**src/rtl/alu_nzcv_seq.sv**
```systemverilog
// rtl/alu_nzcv_seq.sv - sequential N-bit ALU with registered y/nzcv and a done pulse
// Define ALU_NZCV_MUL_EN to build in the MULT state and its shift-add multiplier.
module alu_nzcv_seq #(
   parameter int N = 4
) (
   input  logic         clk,
   input  logic         reset,
   input  logic         start,
   input  logic [2:0]   op,
   input  logic [N-1:0] a,
   input  logic [N-1:0] b,
   output logic [N-1:0] y,
   output logic [3:0]   nzcv,
   output logic         busy,
   output logic         done
);

   localparam logic [2:0] OP_ADD = 3'b000;
   localparam logic [2:0] OP_SUB = 3'b001;
   localparam logic [2:0] OP_AND = 3'b010;
   localparam logic [2:0] OP_OR  = 3'b011;
   localparam logic [2:0] OP_ADC = 3'b100;
   localparam logic [2:0] OP_SBC = 3'b101;
   localparam logic [2:0] OP_MUL = 3'b110;
   localparam logic [2:0] OP_CMP = 3'b111;

   typedef enum logic [1:0] {S_IDLE, S_EXEC, S_MULT} state_t;

   state_t       state_q;
   logic [2:0]   op_q;
   logic [N-1:0] a_q, b_q;
   logic         c_q;
   logic [N-1:0] y_q;
   logic [3:0]   nzcv_q;
   logic         done_q;

   logic         sub;
   logic         cin;
   logic [N-1:0] bop;
   logic [N:0]   sum;
   logic [N-1:0] res_y;
   logic         res_c, res_v;

   // Subtraction is a + ~b + cin, so the carry-out is directly the "no borrow" flag.
   always_comb begin
      sub   = (op_q == OP_SUB) || (op_q == OP_SBC) || (op_q == OP_CMP);
      bop   = sub ? ~b_q : b_q;
      cin   = 1'b0;
      case (op_q)
         OP_SUB, OP_CMP: cin = 1'b1;
         OP_ADC, OP_SBC: cin = c_q;
         default:        cin = 1'b0;
      endcase
      sum   = {1'b0, a_q} + {1'b0, bop} + {{N{1'b0}}, cin};
      res_y = sum[N-1:0];
      res_c = sum[N];
      res_v = (a_q[N-1] == bop[N-1]) && (sum[N-1] != a_q[N-1]);
      case (op_q)
         OP_AND: begin res_y = a_q & b_q; res_c = 1'b0; res_v = 1'b0; end
         OP_OR:  begin res_y = a_q | b_q; res_c = 1'b0; res_v = 1'b0; end
         default: ;
      endcase
   end

`ifdef ALU_NZCV_MUL_EN
   localparam int CW = $clog2(N);
   logic [CW-1:0]  cnt_q;
   logic [2*N-1:0] prod_q, prod_d;

   always_comb begin
      prod_d = prod_q;
      if (b_q[cnt_q])
         prod_d = prod_q + ({{N{1'b0}}, a_q} << cnt_q);
   end
`endif

   always_ff @(posedge clk) begin
      if (reset) begin
         state_q <= S_IDLE;
         op_q    <= '0;
         a_q     <= '0;
         b_q     <= '0;
         c_q     <= 1'b0;
         y_q     <= '0;
         nzcv_q  <= '0;
         done_q  <= 1'b0;
`ifdef ALU_NZCV_MUL_EN
         cnt_q   <= '0;
         prod_q  <= '0;
`endif
      end else begin
         done_q <= 1'b0;
         case (state_q)
            S_IDLE: begin
               if (start) begin
                  op_q <= op;
                  a_q  <= a;
                  b_q  <= b;
                  c_q  <= nzcv_q[1];
`ifdef ALU_NZCV_MUL_EN
                  if (op == OP_MUL) begin
                     state_q <= S_MULT;
                     cnt_q   <= '0;
                     prod_q  <= '0;
                  end else begin
                     state_q <= S_EXEC;
                  end
`else
                  state_q <= S_EXEC;
`endif
               end
            end
            S_EXEC: begin
               state_q <= S_IDLE;
               done_q  <= 1'b1;
               if (op_q != OP_MUL) begin
                  if (op_q != OP_CMP)
                     y_q <= res_y;
                  nzcv_q <= {res_y[N-1], (res_y == '0), res_c, res_v};
               end
            end
`ifdef ALU_NZCV_MUL_EN
            S_MULT: begin
               if (cnt_q == CW'(N-1)) begin
                  state_q <= S_IDLE;
                  done_q  <= 1'b1;
                  y_q     <= prod_d[N-1:0];
                  nzcv_q  <= {prod_d[N-1], (prod_d[N-1:0] == '0), (|prod_d[2*N-1:N]), 1'b0};
               end else begin
                  prod_q <= prod_d;
                  cnt_q  <= cnt_q + 1'b1;
               end
            end
`endif
            default: state_q <= S_IDLE;
         endcase
      end
   end

   assign y    = y_q;
   assign nzcv = nzcv_q;
   assign busy = (state_q != S_IDLE);
   assign done = done_q;

endmodule

```
**config.mk**
```make
export PLATFORM = sky130hd
export DESIGN_NAME = alu_nzcv_seq
export DESIGN_NICKNAME = d
export VERILOG_FILES = /design/src/rtl/alu_nzcv_seq.sv
export SDC_FILE = /design/constraint.sdc
export NUM_CORES = 1
export LEC_CHECK = 0
export BUFFER_PORTS_ARGS = -buffer_cell sky130_fd_sc_hd__buf_2
export CAP_MARGIN = 20
export CORE_ASPECT_RATIO = 0.6
export CORE_MARGIN = 2
export CORE_UTILIZATION = 45
export CTS_BUF_LIST = sky130_fd_sc_hd__clkbuf_2 sky130_fd_sc_hd__clkbuf_4 sky130_fd_sc_hd__clkbuf_8
export DETAILED_ROUTE_END_ITERATION = 16
export MAX_ROUTING_LAYER = met4
export PLACE_DENSITY = 0.72
export SYNTH_ARGS = -nofsm -noshare
export SYNTH_HDL_FRONTEND = slang
export SYNTH_SLANG_ARGS = --single-unit
```
**constraint.sdc**
```tcl
create_clock -name clk -period 3.14 [get_ports clk]
set_input_delay 0.157 -clock clk [delete_from_list [all_inputs] [get_ports clk]]
set_output_delay 0.157 -clock clk [all_outputs]
set_load 0.02 [all_outputs]
```
Word-level counts from Yosys, hierarchy flattened

Index checks and enable logic that the tools add are counted.
Widths: inputs -> output; s select.

Equal/unequal tests: 10
Muxes and demuxes: 6
Add/sub/neg operators: 2
Reduce and logical (&&, ||, !) cells: 12
Bitwise operators: 4

Operators by type and width:

| kind               | count |
|---|---|
| $eq 3x3->1 const B | 3 |
| $pmux 4 s2         | 1 |
| $reduce_or 2->1    | 4 |
| $eq 3x2->1 const B | 2 |
| $ne 3x3->1 const B | 2 |
| $add 4x4->5        | 1 |
| $add 5x1->5        | 1 |
| $and 4x4->4        | 1 |
| $logic_not 4->1    | 1 |
| $mux 4             | 1 |
| $not 4->4          | 1 |
| $or 4x4->4         | 1 |
| $reduce_and 2->1   | 2 |
| $eq 3x1->1 const B | 1 |
| $mux 1             | 3 |
| $reduce_and 3->1   | 1 |
| $logic_not 2->1    | 1 |
| $logic_or 1x1->1   | 2 |
| $pmux 1 s2         | 1 |
| $eq 1x1->1         | 1 |
| $logic_and 1x1->1  | 1 |
| $ne 1x1->1         | 1 |
| $not 1->1          | 1 |

Input bits: 14
Register bits: 22
Output and inout port bits: 10
Logic and storage cells: 42

Depth between registers and ports, before layout

Depth after elaboration: 9
Mapped depth: 10
Gate-level depth less buffers: 9

Worst setup path after synthesis

Ideal clock, no wire load.

Path kind: register to register
Start: reg op_q[2]
End: reg nzcv_q[2] (netlist: nzcv[2])
Cell stages (with the launch flop): 10
Arrival time: 2.733 ns
Path slack: 0.323 ns
Path buffers: 0
Cell sequence: dfxtp_1 > nand2b_1 > nand2_1 > xnor2_1 > fa_1 > fa_1 > xor2_1 > mux2_2 > or4_4 > o31ai_4

Cells in the longest elaborated chain, start to end: 8
Elaborated cells on any way between the ends: 18
Classes of those cells: add/sub: 2; eq/ne: 7; mux: 3; reduce/logical: 6

RTL lines:

| what                                     | RTL line | source |
|---|---|---|
| start: declaration                       | 30       | `logic [2:0] op_q;` |
| start signal: assignment                 | 96       | `op_q <= op;` |
| $eq 3x1->1 or $eq 3x3->1 (tied branches) | 46, 49   |  |
| $logic_or 1x1->1 (2 in a row)            | 46       | `sub = (op_q == OP_SUB) \|\| (op_q == OP_SBC) \|\| (op_q == OP_CMP);` |
| $mux 4                                   | 47       | `bop = sub ? ~b_q : b_q;` |
| $add 4x4->5                              | 54       | `sum = {1'b0, a_q} + {1'b0, bop} + {{N{1'b0}}, cin};` |
| $add 5x1->5                              | 54       |  |
| $pmux 4 s2                               | 58       | `case (op_q)` |
| $logic_not 4->1                          | 119      | `nzcv_q <= {res_y[N-1], (res_y == '0), res_c, res_v};` |
| end signal: assignment                   | 119      |  |
| end: declaration                         | 34       | `logic [3:0] nzcv_q;` |

Several ways; a longest one is shown, not always the timed one.
A chain may end at the register's enable or synchronous reset.

Final worst setup path

Start: reg op_q[1]
End: reg nzcv_q[2] (netlist: nzcv[2])

Same word-level chain as after synthesis.

==> results_dict.tcl <==
set metrics [dict create \
    grt_pass1_wl_um 3800 \
    synth_area_per_cell_um2 8.77 \
    area.sequential_um2 442 \
    synth_sequential_area_ratio_pct 39.6 \
    finClkSkew_ns 0.00253 \
    cts_made_buffers 3 \
    multiInputGateArea_um2 644 \
    dp_hpwl_um 1730 \
    max_cap_viol_count 0 \
    critPathKind "flop to flop" \
    worstPathArrival_ns 3.15 \
    worst_setup_sp "op_q[1]" \
    cp_cell_sequence "mux2_2, nand2_1, o21ai_0, fa_1, fa_1, xor2_1, mux2_2, or4_4, o31ai_4" \
    critical_path_peak_fanout 6 \
    xor_xnor_share_of_the_synthesized_area_pct 3.93 \
    maxClockFrequency_ghz 0.337 \
    gp_congestion 0.833 \
    netlist_cell_types 32 \
    diodes 0 \
    fp.coreArea_um2 2240 \
    firstDrtPassIters 4 \
    peakVddDrop_mv 0.222 \
    area_growth_syn_to_layout_pct 16.2 \
    route.detailed.vias_per_inst 5.24 \
    synth_enable_flop_cells 0 \
    cts_hold_repair.buffers 0 \
    rsz0062_at_grt "false" \
    filler_cell_count 209 \
    yosys-mux-area-fraction_pct 6.74 \
    root_buffer "sky130_fd_sc_hd__clkbuf_8" \
    timing.critical_path.slowest_stage_cell "sky130_fd_sc_hd__or4_4" \
    timing.critical_path.to_type "flop" \
    power.density_nw_per_um2 491 \
    clock_slew_at_reported_path_ffs_ns 0.08 \
    die_h_um 42.5 \
    post-layout-total-power_w 0.000635 \
    drt-initial-drc-count 41 \
    synth.cell_area_um2 1110 \
    ctsLongestPathBuffers 2 \
    drive_above_1_share_pct 25.0 \
    synth.top_cell.area_share_pct 39.6 \
    status "finished, final reports clean" \
    synth-compound-area-share_pct 14.8 \
    fin_util_pct 57.6 \
    aggregate_negative_setup_slack_ns 0 \
    timing.final.max_slew_violations 0 \
    finalHoldViolations 0 \
    die_outline_area_um2 2900 \
    vias 933 \
    detail-route-antenna-nets 0 \
    synth_simple_gate_area_share_pct 21.3 \
    syn-num-nets 146 \
    route.detailed.wl_per_inst_um 13.2 \
    power.leakage_nw 0.552 \
    post-synth-top-area-cell "sky130_fd_sc_hd__dfxtp_1" \
    finalWirelength_um 2360 \
    ys_seq_elements 22 \
    critPathMaxStageDelay_ns 0.52 \
    finish.net_count 168 \
    timing.hold.worst.start "op[0]" \
    clkLatencyLatePin_ns 0.26 \
    cts_tree "yes" \
    yosys.area_share.adder_pct 10.8 \
    detail_route.drc_violations 0 \
    mostFrequentLayoutCell "sky130_fd_sc_hd__nand2_1" \
    grt_start_max_net_pins 24 \
    min_path_type "input port to flop" \
    h-tree-depth 1 \
    antenna_found_initial 0 \
    timing.final.crit_share_pct 94.4 \
    grt_pass1_vias 805 \
    post-route-min-period_ns 2.96 \
    yosysWarningCount 0 \
    pin_count 24 \
    ys.flop_type "sky130_fd_sc_hd__dfxtp_1" \
    slew_headroom_pct 45.2 \
    die_extent_in_x_um 68.2 \
    numClockSinks 22 \
    synth_area_leaders "sky130_fd_sc_hd__dfxtp_1 40%, sky130_fd_sc_hd__nand2_1 10%, sky130_fd_sc_hd__a21oi_1 7.6%" \
    synth_top_family_by_area "simple AND/OR/NAND/NOR gates" \
    worstSetupStartpointType "flop" \
    worst_slew_pin_slew_ns 0.821 \
    core.rowCount 13 \
    global_route.usage.total_pct 18.2 \
    asyncSetResetFlopFracSynth_pct 0 \
    worst_r2r_startpoint "op_q[1]" \
    mostFrequentLayoutCells "29 x sky130_fd_sc_hd__nand2_1, 23 x sky130_fd_sc_hd__buf_2, 21 x sky130_fd_sc_hd__dfxtp_1, 17 x sky130_fd_sc_hd__a21oi_1, 7 x sky130_fd_sc_hd__nor2_1" \
    number_of_buffers_inserted_by_port_buffering 23 \
    final_setup_vio_count 0 \
    grt.overflow.total 0 \
    required_ns 3.33 \
    start_util_pct 49.6 \
    post_synth_inst_count 127 \
]
cell families (layout without fill, tap and decap cells):
logic type      Yosys count  count (layout)
simple gates             52              52
fa+ha+maj                 9               9
compound gates           26              26
mux                       7               7
buf+inv                   6              27
flops                    22              22
xor+xnor                  5               5
worst paths after layout:
path / to / slack [ns] / depth (start not counted)
worst max-delay path: nzcv[2] / 0.18 / 9
worst min register to register: nzcv[0] / 0.46 / 2
worst max register to register: nzcv[2] / 0.18 / 9
worst min-delay path: op_q[0] / 0.12 / 3
registers in the layout, indices dropped and copies added (netlist names):
name     flops
b_q          4
state_q      1
op_q         3
c_q          1
a_q          4
done         1
nzcv         4
y            4
power by group:
group / total [W] / internal, W / switching, W
registers: 0.000309 / 0.000294 / 0.0000152
logic: 0.000120 / 0.0000530 / 0.0000673
clock network: 0.000205 / 0.000112 / 0.0000936
total: 0.000635 / 0.000459 / 0.000176
repair_timing:
item / CTS / global route
buffers inserted: 0 / 0
endpoints found under the setup margin: 0 / 1
gates resized for setup: 0 / 2
per-layer routing:
metal	share of wire, %	GRT usage (%)	wire length (µm)
met1	50	25.4	1190
met2	42	25.4	982
met3	7.1	6.45	167
met4	0.81	3.20	19
met5	0	-	0
Yosys cell counts, types with 3 or more instances:
| library cell | number |
|---|---|
| sky130_fd_sc_hd__a21oi_1 | 17 |
| sky130_fd_sc_hd__clkbuf_1 | 4 |
| sky130_fd_sc_hd__dfxtp_1 | 22 |
| sky130_fd_sc_hd__ha_1 | 3 |
| sky130_fd_sc_hd__mux2_2 | 4 |
| sky130_fd_sc_hd__mux2i_1 | 3 |
| sky130_fd_sc_hd__nand2_1 | 30 |
| sky130_fd_sc_hd__nor2_1 | 7 |
| sky130_fd_sc_hd__nor2b_1 | 3 |
| sky130_fd_sc_hd__xnor2_1 | 4 |
layout make-up:
cell class / instances / area share [%]
Multi-Input combinational cell: 99 / 49.8
Sequential cell: 22 / 34.1
Timing Repair Buffer: 23 / 8.90
Clock buffer: 4 / 4.26
Tap cell: 30 / 2.90
critical path, delay by kind of cell, from the launching register on:
| family | cells | cell delay [ns] |
|---|---|---|
| compound gates | 2 | 0.27 |
| xor+xnor | 1 | 0.16 |
| fa+ha+maj | 2 | 0.85 |
| flops | 1 | 0.40 |
| mux | 2 | 0.63 |
| simple gates | 2 | 0.58 |
stage by stage:
step	std cells	area (µm²)	setup WS [ns]	hold WS, ns
6_report	178	1290	0.177	0.120
5_1_grt	178	1290	0.0307	0.127
4_1_cts	178	1290	0.0758	0.123
3_5_place_dp	174	1230	0.128	0.406
3_3_place_gp	174	1230	0.222	0.398
2_1_floorplan	127	1110	0.323	0.229
No activity file was read; power rests on OpenSTA's default activity.
